--- src/rtl/cfg_loader_pkg.sv ---
// Shared definitions for the fabric configuration loader and its benches.
package cfg_loader_pkg;

    // Default switch-box geometry; the frame carries the box ID in the low bits.
    localparam int unsigned ID_WIDTH       = 3;
    localparam int unsigned CHN_WIDTH      = 16;
    localparam int unsigned DEF_FRAME_BITS = ID_WIDTH + CHN_WIDTH * 8;

    // Sequencer state encoding.
    localparam logic [2:0] ST_IDLE  = 3'd0;
    localparam logic [2:0] ST_LOAD  = 3'd1;
    localparam logic [2:0] ST_START = 3'd2;
    localparam logic [2:0] ST_SHIFT = 3'd3;
    localparam logic [2:0] ST_GAP   = 3'd4;

    // Host words needed to carry one frame (ceiling divide).
    function automatic int unsigned cfg_wpf(input int unsigned bits, input int unsigned width);
        return (bits + width - 1) / width;
    endfunction

endpackage

--- src/rtl/cfg_frame_buf.sv ---
// One-frame buffer: written a host word at a time, read out one bit at a time.
module cfg_frame_buf
    import cfg_loader_pkg::*;
#(
    parameter int unsigned WORD_WIDTH = 32,
    parameter int unsigned WPF        = 5,
    parameter int unsigned WIDX_W     = 3,
    parameter int unsigned BIT_W      = 8
) (
    input  logic                  clk,
    input  logic                  crst,
    input  logic                  we_i,
    input  logic [WIDX_W-1:0]     widx_i,
    input  logic [WORD_WIDTH-1:0] wdata_i,
    input  logic [BIT_W-1:0]      ridx_i,
    output logic                  rbit_o
);

    logic [WPF*WORD_WIDTH-1:0] mem_q;

    // Store the incoming word at its slot; reset clears any partial frame.
    always_ff @(posedge clk) begin
        if (crst) begin
            mem_q <= '0;
        end else if (we_i) begin
            for (int unsigned w = 0; w < WPF; w++) begin
                if (widx_i == WIDX_W'(w)) begin
                    mem_q[w*WORD_WIDTH +: WORD_WIDTH] <= wdata_i;
                end
            end
        end
    end

    assign rbit_o = mem_q[ridx_i];

endmodule

--- src/rtl/cfg_loader.sv ---
// Config chain sequencer: buffers one host frame, then shifts it LSB first
// into the chain behind a start pulse, followed by a settle gap.
module cfg_loader
    import cfg_loader_pkg::*;
#(
    parameter int unsigned WORD_WIDTH = 32,
    parameter int unsigned FRAME_BITS = DEF_FRAME_BITS,
    parameter int unsigned GAP_CYCLES = 4,
    parameter int unsigned CNT_WIDTH  = 8
) (
    input  logic                  clk,
    input  logic                  crst,
    input  logic [WORD_WIDTH-1:0] wr_data,
    input  logic                  wr_valid,
    input  logic                  wr_last,
    output logic                  wr_ready,
    output logic                  cfg_in_start,
    output logic                  cfg_bit_in,
    output logic                  busy,
    output logic                  cfg_done,
    output logic [CNT_WIDTH-1:0]  frame_cnt
);

    localparam int unsigned WPF    = cfg_wpf(FRAME_BITS, WORD_WIDTH);
    localparam int unsigned WIDX_W = (WPF > 1) ? $clog2(WPF) : 1;
    localparam int unsigned BIT_W  = (WPF * WORD_WIDTH > 1) ? $clog2(WPF * WORD_WIDTH) : 1;
    localparam int unsigned GAP_W  = (GAP_CYCLES > 1) ? $clog2(GAP_CYCLES) : 1;

    localparam logic [WIDX_W-1:0] WORD_LAST = WIDX_W'(WPF - 1);
    localparam logic [BIT_W-1:0]  BIT_LAST  = BIT_W'(FRAME_BITS - 1);
    localparam logic [GAP_W-1:0]  GAP_LAST  = GAP_W'(GAP_CYCLES - 1);

    logic [2:0]           state_q, state_d;
    logic [WIDX_W-1:0]    word_cnt_q, word_cnt_d;
    logic [BIT_W-1:0]     bit_cnt_q, bit_cnt_d;
    logic [GAP_W-1:0]     gap_cnt_q, gap_cnt_d;
    logic                 last_q, last_d;
    logic [CNT_WIDTH-1:0] frame_cnt_q, frame_cnt_d;

    logic wr_ready_q, wr_ready_d;
    logic cfg_in_start_q, cfg_in_start_d;
    logic cfg_bit_in_q, cfg_bit_in_d;
    logic busy_q, busy_d;
    logic cfg_done_q, cfg_done_d;

    logic             wr_fire;
    logic [BIT_W-1:0] rd_idx;
    logic             rd_bit;

    assign wr_fire = wr_valid && wr_ready_q;

    cfg_frame_buf #(
        .WORD_WIDTH (WORD_WIDTH),
        .WPF        (WPF),
        .WIDX_W     (WIDX_W),
        .BIT_W      (BIT_W)
    ) u_buf (
        .clk     (clk),
        .crst    (crst),
        .we_i    (wr_fire),
        .widx_i  (word_cnt_q),
        .wdata_i (wr_data),
        .ridx_i  (rd_idx),
        .rbit_o  (rd_bit)
    );

    // Next-state and counter logic; rd_idx looks one bit ahead so cfg_bit_in can be registered.
    always_comb begin
        state_d     = state_q;
        word_cnt_d  = word_cnt_q;
        bit_cnt_d   = bit_cnt_q;
        gap_cnt_d   = gap_cnt_q;
        last_d      = last_q;
        frame_cnt_d = frame_cnt_q;
        rd_idx      = '0;
        case (state_q)
            ST_IDLE, ST_LOAD: begin
                if (wr_fire) begin
                    if (word_cnt_q == WORD_LAST) begin
                        state_d    = ST_START;
                        word_cnt_d = '0;
                        last_d     = wr_last;
                    end else begin
                        state_d    = ST_LOAD;
                        word_cnt_d = word_cnt_q + 1'b1;
                    end
                end
            end
            ST_START: begin
                state_d   = ST_SHIFT;
                bit_cnt_d = '0;
                rd_idx    = '0;
            end
            ST_SHIFT: begin
                if (bit_cnt_q == BIT_LAST) begin
                    state_d     = ST_GAP;
                    gap_cnt_d   = '0;
                    frame_cnt_d = frame_cnt_q + 1'b1;
                end else begin
                    bit_cnt_d = bit_cnt_q + 1'b1;
                    rd_idx    = bit_cnt_q + 1'b1;
                end
            end
            ST_GAP: begin
                if (gap_cnt_q == GAP_LAST) begin
                    state_d    = last_q ? ST_IDLE : ST_LOAD;
                    word_cnt_d = '0;
                    gap_cnt_d  = '0;
                end else begin
                    gap_cnt_d = gap_cnt_q + 1'b1;
                end
            end
            default: state_d = ST_IDLE;
        endcase
    end

    // Outputs are decoded from the next state so they line up with it once registered.
    always_comb begin
        wr_ready_d     = (state_d == ST_IDLE) || (state_d == ST_LOAD);
        cfg_in_start_d = (state_d == ST_START);
        cfg_bit_in_d   = (state_d == ST_SHIFT) && rd_bit;
        busy_d         = (state_d != ST_IDLE);
        cfg_done_d     = last_q && (state_d == ST_GAP) && (gap_cnt_d == GAP_LAST);
    end

    // State, counters and registered outputs, all cleared by crst.
    always_ff @(posedge clk) begin
        if (crst) begin
            state_q        <= ST_IDLE;
            word_cnt_q     <= '0;
            bit_cnt_q      <= '0;
            gap_cnt_q      <= '0;
            last_q         <= 1'b0;
            frame_cnt_q    <= '0;
            wr_ready_q     <= 1'b0;
            cfg_in_start_q <= 1'b0;
            cfg_bit_in_q   <= 1'b0;
            busy_q         <= 1'b0;
            cfg_done_q     <= 1'b0;
        end else begin
            state_q        <= state_d;
            word_cnt_q     <= word_cnt_d;
            bit_cnt_q      <= bit_cnt_d;
            gap_cnt_q      <= gap_cnt_d;
            last_q         <= last_d;
            frame_cnt_q    <= frame_cnt_d;
            wr_ready_q     <= wr_ready_d;
            cfg_in_start_q <= cfg_in_start_d;
            cfg_bit_in_q   <= cfg_bit_in_d;
            busy_q         <= busy_d;
            cfg_done_q     <= cfg_done_d;
        end
    end

    assign wr_ready     = wr_ready_q;
    assign cfg_in_start = cfg_in_start_q;
    assign cfg_bit_in   = cfg_bit_in_q;
    assign busy         = busy_q;
    assign cfg_done     = cfg_done_q;
    assign frame_cnt    = frame_cnt_q;

endmodule

--- config.mk ---
export PLATFORM = sky130hd
export DESIGN_NAME = cfg_loader
export DESIGN_NICKNAME = d
export VERILOG_FILES = /design/src/rtl/cfg_loader_pkg.sv /design/src/rtl/cfg_frame_buf.sv /design/src/rtl/cfg_loader.sv
export SDC_FILE = /design/constraint.sdc
export NUM_CORES = 1
export LEC_CHECK = 0
export CAP_MARGIN = 20
export CORE_MARGIN = 2
export CORE_UTILIZATION = 34
export CTS_CLUSTER_DIAMETER = 30
export DETAILED_ROUTE_END_ITERATION = 7
export PLACE_DENSITY = 0.5
export SLEW_MARGIN = 10
export SYNTH_ARGS = -nofsm -noshare
export SYNTH_HDL_FRONTEND = slang
export SYNTH_SLANG_ARGS = --single-unit
export TNS_END_PERCENT = 1
--- constraint.sdc ---
create_clock -name clk -period 8 [get_ports clk]
set_input_delay 0.8 -clock clk [delete_from_list [all_inputs] [get_ports clk]]
set_output_delay 0.8 -clock clk [all_outputs]
set_load 0.02 [all_outputs]
==> results of run 1 <==
-- registers in the layout, indices dropped and copies added, names as in the netlist --
register      flops
u_buf.mem_q     160
cfg_done          1
gap_cnt_q         2
busy              1
cfg_bit_in        1
bit_cnt_q         8
state_q           3
cfg_in_start      1
last_q            1
wr_ready          1
word_cnt_q        3
frame_cnt         8
-- worst max-delay path, delay by kind of cell, from the launching register on --
family,cells,cell delay (ns)
fa+ha+maj,1,0.36
simple gates,2,0.44
buf+inv,2,0.73
mux,1,0.37
flops,1,0.33
compound gates,5,1.36
-- worst max path at each step --
| stage | cells after the start | slack [ns] | from | to |
|---|---|---|---|---|
| after floorplan | 12 | 5.25 | bit_cnt_q[0] | cfg_bit_in |
| after global placement | 11 | 4.32 | bit_cnt_q[0] | cfg_bit_in |
| after detailed placement | 11 | 4.27 | bit_cnt_q[0] | cfg_bit_in |
| after CTS | 11 | 4.23 | bit_cnt_q[0] | cfg_bit_in |
| after global routing | 11 | 3.99 | bit_cnt_q[0] | cfg_bit_in |
| final | 11 | 4.26 | bit_cnt_q[0] | cfg_bit_in |
-- cell families (layout without fill, tap and decap cells) --
logic type / count (synthesis) / count (layout) / synth area share [%]
xor+xnor: 12 / 12 / 1.24
flops: 190 / 190 / 44.8
fa+ha+maj: 9 / 9 / 1.33
buf+inv: 86 / 98 / 4.11
simple gates: 519 / 519 / 25.3
compound gates: 280 / 280 / 19.4
mux: 31 / 31 / 3.84
-- where the power goes --
part	switching, mW	internal, mW	total (mW)
registers	0.00941	0.958	0.968
logic	0.0597	0.0323	0.0920
clock network	0.408	0.531	0.938
-- area by class of cell --
class                   instances  area (µm²)
clock buffers                  18         429
multi-input cells             851        4360
fillers                      2554       14600
repair buffers                 61         579
well taps                     324         405
flip-flops and latches        190        3800
inverters                       5        18.8
clock inverters                14         206
-- per-layer routing --
metal,wire length [µm],vias up
met5,0,-
met4,335,0
met3,1110,29
met2,12000,161
met1,13500,3683
li1,-,3825
-- cell usage in the layout (no fill, tap or decap), types with 3 or more instances in the layout --
master / count
o22ai_1: 4
a31oi_1: 12
a211oi_1: 19
inv_1: 4
clkbuf_16: 17
mux2_2: 13
bufinv_16: 4
nand2_1: 407
nand2b_1: 6
nand3_1: 32
o211ai_1: 3
dfxtp_1: 189
nor3b_1: 5
xnor2_1: 4
nor3_1: 5
mux2i_1: 18
nand4_1: 4
a311oi_1: 4
clkinvlp_4: 5
and2_1: 10
clkdlybuf4s50_1: 47
o21ai_0: 14
o21ai_1: 3
xor2_1: 8
o311ai_0: 3
a21oi_1: 190
ha_1: 9
o211a_1: 3
and3_1: 6
nor2_1: 25
buf_4: 13
==> results.sh, run 1 <==
export IMPL_status="complete, no violations"
export IMPL_drtIter0Drc=610
export IMPL_finClkSkew_ns=0.0108
export IMPL_min_from="u_buf.mem_q[91]"
export IMPL_wire_per_inst_um=18.4
export IMPL_placed_cells=1431
export IMPL_grt_setup_unrepaired="false"
export IMPL_cp_cell_sequence="clkinv_1 -> ha_1 -> nor4b_1 -> a211oi_4 -> buf_4 -> mux2_2 -> a22o_1 -> nor4_1 -> a211oi_1 -> o211ai_1 -> a311oi_1"
export IMPL_cp_arrival_ns=4.04
export IMPL_relSlewSlack_pct=26.5
export IMPL_numCtsBuffers=17
export IMPL_powerDensity_nw_per_um2=204
export IMPL_pin_count=49
export IMPL_grt_overflow_total=0
export IMPL_cp_required_ns=8.30
export IMPL_place_ws_ns=4.27
export IMPL_vias=7698
export IMPL_max_stage_delay_ns=0.71
export IMPL_r2r_cells=11
export IMPL_r2r_start="bit_cnt_q[0]"
export IMPL_dieHeight_um=162
export IMPL_grt_max_degree=106
export IMPL_hold_path_depth=2
export IMPL_stdcell_area_um2=9800
export IMPL_final_nets=1171
export IMPL_yosys_warnings=0
export IMPL_fin_ws_ns=4.26
export IMPL_synth_top_area_cell="dfxtp_1"
export IMPL_fin_cells=1463
export IMPL_route_detailed_drc=0
export IMPL_hold_path_class="reg2reg"
export IMPL_syn_nets=1172
export IMPL_grt_use_met3_pct=3.60
export IMPL_met1_usage_pct=29.8
export IMPL_yosysMostFrequentCell="nand2_1"
export IMPL_h_tree_depth=4
export IMPL_synth_ff_type="dfxtp_1"
export IMPL_cp_slowest_cell="a211oi_4"
export IMPL_dr_pass1_iters=5
export IMPL_r2r_end="cfg_bit_in"
export IMPL_place_congestion=0.839
export IMPL_track_usage_pct=20.7
export IMPL_diodes=0
export IMPL_p_total_mw=2.00
export IMPL_hold_path_end="u_buf.mem_q[91]"
export IMPL_via_per_inst=5.26
export IMPL_ir_drop_mv=0.102
export IMPL_antenna_found_initial=0
export IMPL_seq_area_frac_synth_pct=44.8
export IMPL_synth_common_cells="nand2_1, a21oi_1, dfxtp_1, clkbuf_1, nand3_1"
export IMPL_clockBufferDepth=2
export IMPL_row_count=57
export IMPL_fin_tns_setup_ns=0
export IMPL_slew_violations=0
export IMPL_cts_resized=0
export IMPL_drive_gt1_share_pct=6.15
export IMPL_initial_core_util_pct=34.8
export IMPL_p_leak_nw=3.15
export IMPL_area_growth_pct=15.4
export IMPL_finalCritPeriodShare_pct=46.8
export IMPL_criticalPathCategory="reg2reg"
export IMPL_grt_pass1_vias=7232
export IMPL_netlist_top_cells_area="dfxtp_1, nand2_1, a21oi_1, clkbuf_1, mux2i_1"
export IMPL_synth_seq_cells=190
export IMPL_die_w_um=162
export IMPL_period_needed_ns=3.74
export IMPL_synthArstFlopShare_pct=0
export IMPL_final_util_pct=40.2
export IMPL_netlist_instances=1127
export IMPL_fmax_mhz=267
export IMPL_syn_area_um2=8500
export IMPL_cts_hold_buffers=0
export IMPL_clock_latency_ns=0.44
export IMPL_avgSynthCellArea_um2=7.54
export IMPL_grt_use_met2_pct=32.2
export IMPL_drv_cap=0
export IMPL_cts_sinks=190
export IMPL_dpl_cell_area_um2=9170
export IMPL_timing_reg2reg_setup_slack_ns=4.26
export IMPL_post_dp_hpwl_mm=17.0
export IMPL_critPathMaxFanout=21
export IMPL_path_clk_slew_ns=0.07
export IMPL_worstMarginPinSlew_ns=1.07
export IMPL_port_buffers=48
export IMPL_cp_start_kind="register"
export IMPL_synth_edff_count=0
export IMPL_setup_viol=0
export IMPL_routed_wirelength_mm=26.9
export IMPL_drtAntennaViolNets=0
export IMPL_core_um2=24400
export IMPL_synthDistinctLibCells=60
export IMPL_cts_tree="built"
export IMPL_cts_root_buf="clkbuf_16"
export IMPL_grt_busiest_layer="met2"
export IMPL_end_kind="register"
export IMPL_synth_top_area_share_pct=44.8
export IMPL_holdWs_ns=0.453
export IMPL_grt_pass1_wl_mm=42.1
export IMPL_cts_setup_buffers=0
export IMPL_die_area_um2=26300
export IMPL_hold_viol=0
Power figures use the tool's default switching activity.
==> run 2: changes to the inputs <==
--- a/config.mk
+++ b/config.mk
@@ -10,7 +10,7 @@
 export CORE_UTILIZATION = 34
 export CTS_CLUSTER_DIAMETER = 30
 export DETAILED_ROUTE_END_ITERATION = 7
-export PLACE_DENSITY = 0.5
+export PLACE_DENSITY = 0.52
 export SLEW_MARGIN = 10
 export SYNTH_ARGS = -nofsm -noshare
 export SYNTH_HDL_FRONTEND = slang
==> constraint.sdc (replaced) <==
create_clock -name clk -period 3.1 [get_ports clk]
set_input_delay 0.31 -clock clk [delete_from_list [all_inputs] [get_ports clk]]
set_output_delay 0.31 -clock clk [all_outputs]
set_load 0.02 [all_outputs]
==> run 2 against run 1 <==
  * Via count up 3.3%
  * Register-to-register slack worse by 4.1 ns
  * Highest routed layer unchanged
  * Combinational power rose to 2.6 times the previous value
  * Wire length up 2.7%
  * Maximum frequency is 29% higher
  * Critical endpoint unchanged
  * Count of clock-buffer cells in the layout down 1
  * Sequential share of layout area decreased by 0.99 points
==> results.sh, run 2 (synthesis gave the netlist of run 1 again) <==
export IMPL_status="complete, no violations"
export IMPL_p_total_mw=5.06
export IMPL_grt_max_degree=88
export IMPL_cp_required_ns=3.43
export IMPL_cp_start_kind="register"
export IMPL_dr_pass1_iters=8
export IMPL_dpl_cell_area_um2=9390
export IMPL_final_util_pct=41.2
export IMPL_stdcell_area_um2=10100
export IMPL_largest_register_ffs=160
export IMPL_cts_tree="built"
export IMPL_initial_core_util_pct=34.8
export IMPL_place_ws_ns=0.0860
export IMPL_final_nets=1205
export IMPL_numCtsBuffers=17
export IMPL_cts_sinks=190
export IMPL_wire_per_inst_um=18.4
export IMPL_relSlewSlack_pct=51.9
export IMPL_hold_path_class="in2reg"
export IMPL_track_usage_pct=21.4
export IMPL_die_area_um2=26300
export IMPL_route_detailed_drc=0
export IMPL_r2r_end="cfg_bit_in"
export IMPL_end_kind="register"
export IMPL_cts_root_buf="clkbuf_16"
export IMPL_grt_pass1_wl_mm=43.4
export IMPL_cp_cell_sequence="ha_1 -> or4b_4 -> o211a_1 -> nor3_1 -> a22o_1 -> nor4_1 -> a211oi_1 -> o211ai_1 -> a311oi_1"
export IMPL_fin_ws_ns=0.198
export IMPL_n_fill_cell=2553
export IMPL_routed_wirelength_mm=27.6
export IMPL_vias=7954
export IMPL_dieHeight_um=162
export IMPL_hold_path_end="gap_cnt_q[0]"
export IMPL_critPathMaxFanout=10
export IMPL_criticalPathCategory="reg2reg"
export IMPL_timing_reg2reg_setup_slack_ns=0.20
export IMPL_grt_pass1_vias=7409
export IMPL_period_needed_ns=2.90
export IMPL_slew_violations=0
export IMPL_hold_path_depth=2
export IMPL_path_clk_slew_ns=0.07
export IMPL_fin_tns_setup_ns=0
export IMPL_critical_path_buf_inv_count=0
export IMPL_drv_cap=0
export IMPL_place_congestion=0.905
export IMPL_core_um2=24400
export IMPL_cp_top_family="compound AO/OA/AOI/OAI gates"
export IMPL_pin_count=49
export IMPL_max_stage_delay_ns=0.54
export IMPL_setup_viol=0
export IMPL_clock_latency_ns=0.44
export IMPL_placed_cells=1458
export IMPL_drtAntennaViolNets=0
export IMPL_fin_cells=1497
export IMPL_drtIter0Drc=566
export IMPL_worstMarginPinSlew_ns=0.721
export IMPL_diodes=0
export IMPL_port_buffers=48
export IMPL_die_w_um=162
export IMPL_grt_overflow_total=0
export IMPL_row_count=57
export IMPL_post_dp_hpwl_mm=17.7
export IMPL_clockBufferDepth=2
export IMPL_holdWs_ns=0.344
export IMPL_cp_arrival_ns=3.24
export IMPL_finalCritPeriodShare_pct=93.6
export IMPL_min_from="crst"
export IMPL_area_growth_pct=18.4
export IMPL_via_per_inst=5.31
export IMPL_hold_viol=0
export IMPL_powerDensity_nw_per_um2=503
export IMPL_top_register="u_buf.mem_q"
export IMPL_cp_slowest_cell="or4b_4"
export IMPL_finClkSkew_ns=0.0142
export IMPL_drive_gt1_share_pct=8.95
export IMPL_h_tree_depth=4
export IMPL_antenna_found_initial=0
export IMPL_layout_commonest_cell="nand2_1"
export IMPL_r2r_cells=9
export IMPL_p_leak_nw=3.34
export IMPL_ir_drop_mv=0.263
export IMPL_r2r_start="bit_cnt_q[1]"
export IMPL_grt_setup_unrepaired="false"
export IMPL_most_common_layout_cells="nand2_1, a21oi_1, dfxtp_1, clkdlybuf4s50_1, buf_4"
export IMPL_fmax_mhz=345
## run 2: cell types whose count changed in the layout (fill, tap and decap cells not counted), moves of 2 or more
cell / previous run / this run
buf_4: 13 / 45
clkinvlp_4: 5 / 1
buf_12: 0 / 2
inv_6: 2 / 5
clkinv_2: 0 / 3
## run 2: worst max-delay path by stage
stage | cells past startpoint | slack (ns) | from | to
final | 9 | 0.20 | bit_cnt_q[1] | cfg_bit_in
after global routing | 12 | 0.004 | bit_cnt_q[1] | cfg_bit_in
after detailed placement | 9 | 0.09 | bit_cnt_q[1] | cfg_bit_in
after CTS | 10 | 0.07 | bit_cnt_q[1] | cfg_bit_in
after global placement | 10 | 0.21 | bit_cnt_q[1] | cfg_bit_in
after floorplan | 12 | 0.35 | bit_cnt_q[0] | cfg_bit_in
## run 2: area by class of cell
class / count / area [µm²] / area share, %
Multi-Input combinational cell: 851 / 4360 / 43.4
Tap cell: 324 / 405 / 4.03
Clock buffer: 17 / 425 / 4.23
Sequential cell: 190 / 3800 / 37.8
Timing Repair Buffer: 95 / 860 / 8.54
Clock inverter: 15 / 185 / 1.84
Inverter: 5 / 18.8 / 0.187
## run 2: repair_timing
| action | in CTS | in global routing |
|---|---|---|
| endpoints found under the setup margin | 0 | 1 |
| setup buffers | 0 | 7 |
| hold buffers | 0 | 0 |
| gates resized for setup | 0 | 1 |
## run 2: worst register-to-register path, stage by stage, from the launching register on
cell      delay, ns
dfxtp_1        0.41
ha_1           0.19
or4b_4         0.54
o211a_1        0.39
nor3_1         0.34
a22o_1         0.22
nor4_1         0.06
a211oi_1       0.25
o211ai_1       0.12
a311oi_1       0.29
## run 2: metal layers
| metal | track usage, % | wire [µm] | up-vias |
|---|---|---|---|
| met5 | 0 | 0 | - |
| met4 | 6.72 | 508 | 0 |
| met3 | 2.99 | 1230 | 33 |
| met2 | 33.9 | 12300 | 202 |
| met1 | 30.1 | 13500 | 3830 |
| li1 | - | - | 3889 |
## run 2: report_power, final
group          internal, mW  switching (mW)  leakage [nW]  total (mW)
clock network          1.29            1.03         0.301        2.32
registers              2.47          0.0239          1.54        2.50
logic                0.0861           0.156          1.50       0.242
total                  3.85            1.21          3.34        5.06
==> run 3: changes to the inputs <==
--- a/config.mk
+++ b/config.mk
@@ -6,11 +6,12 @@
 export NUM_CORES = 1
 export LEC_CHECK = 0
 export CAP_MARGIN = 20
+export CORE_ASPECT_RATIO = 1.4
 export CORE_MARGIN = 2
 export CORE_UTILIZATION = 34
 export CTS_CLUSTER_DIAMETER = 30
 export DETAILED_ROUTE_END_ITERATION = 7
-export PLACE_DENSITY = 0.52
+export PLACE_DENSITY = 0.5
 export SLEW_MARGIN = 10
 export SYNTH_ARGS = -nofsm -noshare
 export SYNTH_HDL_FRONTEND = slang
==> constraint.sdc (replaced) <==
create_clock -name clk -period 3.6 [get_ports clk]
set_input_delay 0.36 -clock clk [delete_from_list [all_inputs] [get_ports clk]]
set_output_delay 0.36 -clock clk [all_outputs]
set_load 0.02 [all_outputs]
==> run 3 against run 2 <==
  * Critical path type unchanged
  * Largest cell class unchanged
  * Die area is essentially flat
  * Hold slack gained 0.022 ns
  * Setup slack gained 0.17 ns
  * Largest power group unchanged
  * Clock skew shrank 0.0058 ns
  * First-iteration DRC count grew 25%
==> results.sh, run 3 (synthesis gave the netlist of run 1 again) <==
export IMPL_status="complete, no violations"
export IMPL_criticalPathCategory="reg2reg"
export IMPL_route_detailed_drc=0
export IMPL_dieHeight_um=191
export IMPL_fin_tns_setup_ns=0
export IMPL_row_count=68
export IMPL_layout_commonest_cell="nand2_1"
export IMPL_holdWs_ns=0.366
export IMPL_cts_sinks=190
export IMPL_core_um2=24600
export IMPL_most_common_layout_cells="nand2_1, a21oi_1, dfxtp_1, clkdlybuf4s50_1, nand3_1"
export IMPL_cts_setup_buffers=0
export IMPL_via_per_inst=5.30
export IMPL_n_fill_cell=2592
export IMPL_die_w_um=138
export IMPL_p_leak_nw=3.21
export IMPL_place_ws_ns=0.436
export IMPL_largest_register_ffs=160
export IMPL_path_clk_slew_ns=0.07
export IMPL_diodes=0
export IMPL_numCtsBuffers=17
export IMPL_relSlewSlack_pct=40.4
export IMPL_finalCritPeriodShare_pct=89.9
export IMPL_grt_max_degree=99
export IMPL_cp_required_ns=3.94
export IMPL_max_stage_delay_ns=0.63
export IMPL_cp_start_kind="register"
export IMPL_worstMarginPinSlew_ns=0.870
export IMPL_setup_viol=0
export IMPL_post_dp_hpwl_mm=18.7
export IMPL_grt_pass1_vias=7511
export IMPL_antenna_found_initial=0
export IMPL_drive_gt1_share_pct=7.53
export IMPL_regArea_um2=3800
export IMPL_cp_cell_sequence="ha_1 -> or4b_1 -> o211a_1 -> nor3_1 -> a22o_1 -> nor4_1 -> a211oi_1 -> o211ai_1 -> a311oi_1"
export IMPL_ir_drop_mv=0.344
export IMPL_hold_path_class="in2reg"
export IMPL_drtAntennaViolNets=0
export IMPL_slew_violations=0
export IMPL_dr_pass1_iters=6
export IMPL_end_kind="register"
export IMPL_routed_wirelength_mm=28.1
export IMPL_clockBufferDepth=2
export IMPL_track_usage_pct=22.1
export IMPL_pin_count=49
export IMPL_wire_per_inst_um=19.1
export IMPL_cp_slowest_cell="or4b_1"
export IMPL_multi_input_area_um2=4360
export IMPL_cts_root_buf="clkbuf_16"
export IMPL_cp_top_family="compound AO/OA/AOI/OAI gates"
export IMPL_die_area_um2=26300
export IMPL_clock_latency_ns=0.45
export IMPL_hold_viol=0
export IMPL_critical_path_buf_inv_count=0
export IMPL_fmax_mhz=309
export IMPL_p_total_mw=4.20
export IMPL_final_util_pct=40.1
export IMPL_final_nets=1188
export IMPL_cp_arrival_ns=3.58
export IMPL_h_tree_depth=4
export IMPL_grt_overflow_total=0
export IMPL_top_register="u_buf.mem_q"
export IMPL_period_needed_ns=3.23
export IMPL_cts_hold_buffers=0
export IMPL_grt_setup_unrepaired="false"
export IMPL_cts_resized=0
export IMPL_finClkSkew_ns=0.00839
export IMPL_initial_core_util_pct=34.6
export IMPL_place_congestion=0.877
export IMPL_critPathMaxFanout=15
export IMPL_cts_tree="built"
export IMPL_drtIter0Drc=709
export IMPL_grt_pass1_wl_mm=43.7
export IMPL_powerDensity_nw_per_um2=426
export IMPL_fin_ws_ns=0.365
export IMPL_vias=7795
export IMPL_area_growth_pct=16.0
export IMPL_drv_cap=0
export IMPL_port_buffers=48
[run 3: report_power, final]
group	switching [mW]	internal (mW)
Clock	0.913	0.927
Sequential	0.0198	2.13
Combinational	0.134	0.0737
Total	1.07	3.13
[run 3: stage by stage]
| stage | instance area, µm² | std cells |
|---|---|---|
| after floorplan | 8500 | 1127 |
| after global placement | 9300 | 1439 |
| after detailed placement | 9300 | 1439 |
| after CTS | 9850 | 1471 |
| after global routing | 9850 | 1471 |
| final | 9850 | 1471 |
[run 3: layer usage]
layer  track usage [%]  wire length, µm
met1              27.2            11900
met4              9.24              946
met2              37.6            14000
met3              3.71             1250
met5                 0                0
[run 3: cell type report]
| cell class | count | area share, % |
|---|---|---|
| Multi-Input combinational cell | 851 | 44.2 |
| Tap cell | 315 | 4.00 |
| Sequential cell | 190 | 38.6 |
| Inverter | 5 | 0.190 |
| Clock buffer | 18 | 4.46 |
| Timing Repair Buffer | 78 | 7.30 |
| Clock inverter | 14 | 1.22 |
[run 3: worst paths after layout]
kind,to,cells past startpoint,slack [ns],startpoint
min reg2reg,u_buf.mem_q[79],2,0.45,u_buf.mem_q[79]
max,cfg_bit_in,9,0.37,bit_cnt_q[1]
max reg2reg,cfg_bit_in,9,0.37,bit_cnt_q[1]
min,frame_cnt[3],2,0.37,crst
[run 3: worst reg2reg max path, stage by stage, from the launching register on]
cell and delay (ns):
dfxtp_1 0.42, ha_1 0.18, or4b_1 0.63, o211a_1 0.51
nor3_1 0.41, a22o_1 0.22, nor4_1 0.05, a211oi_1 0.27
o211ai_1 0.12, a311oi_1 0.31
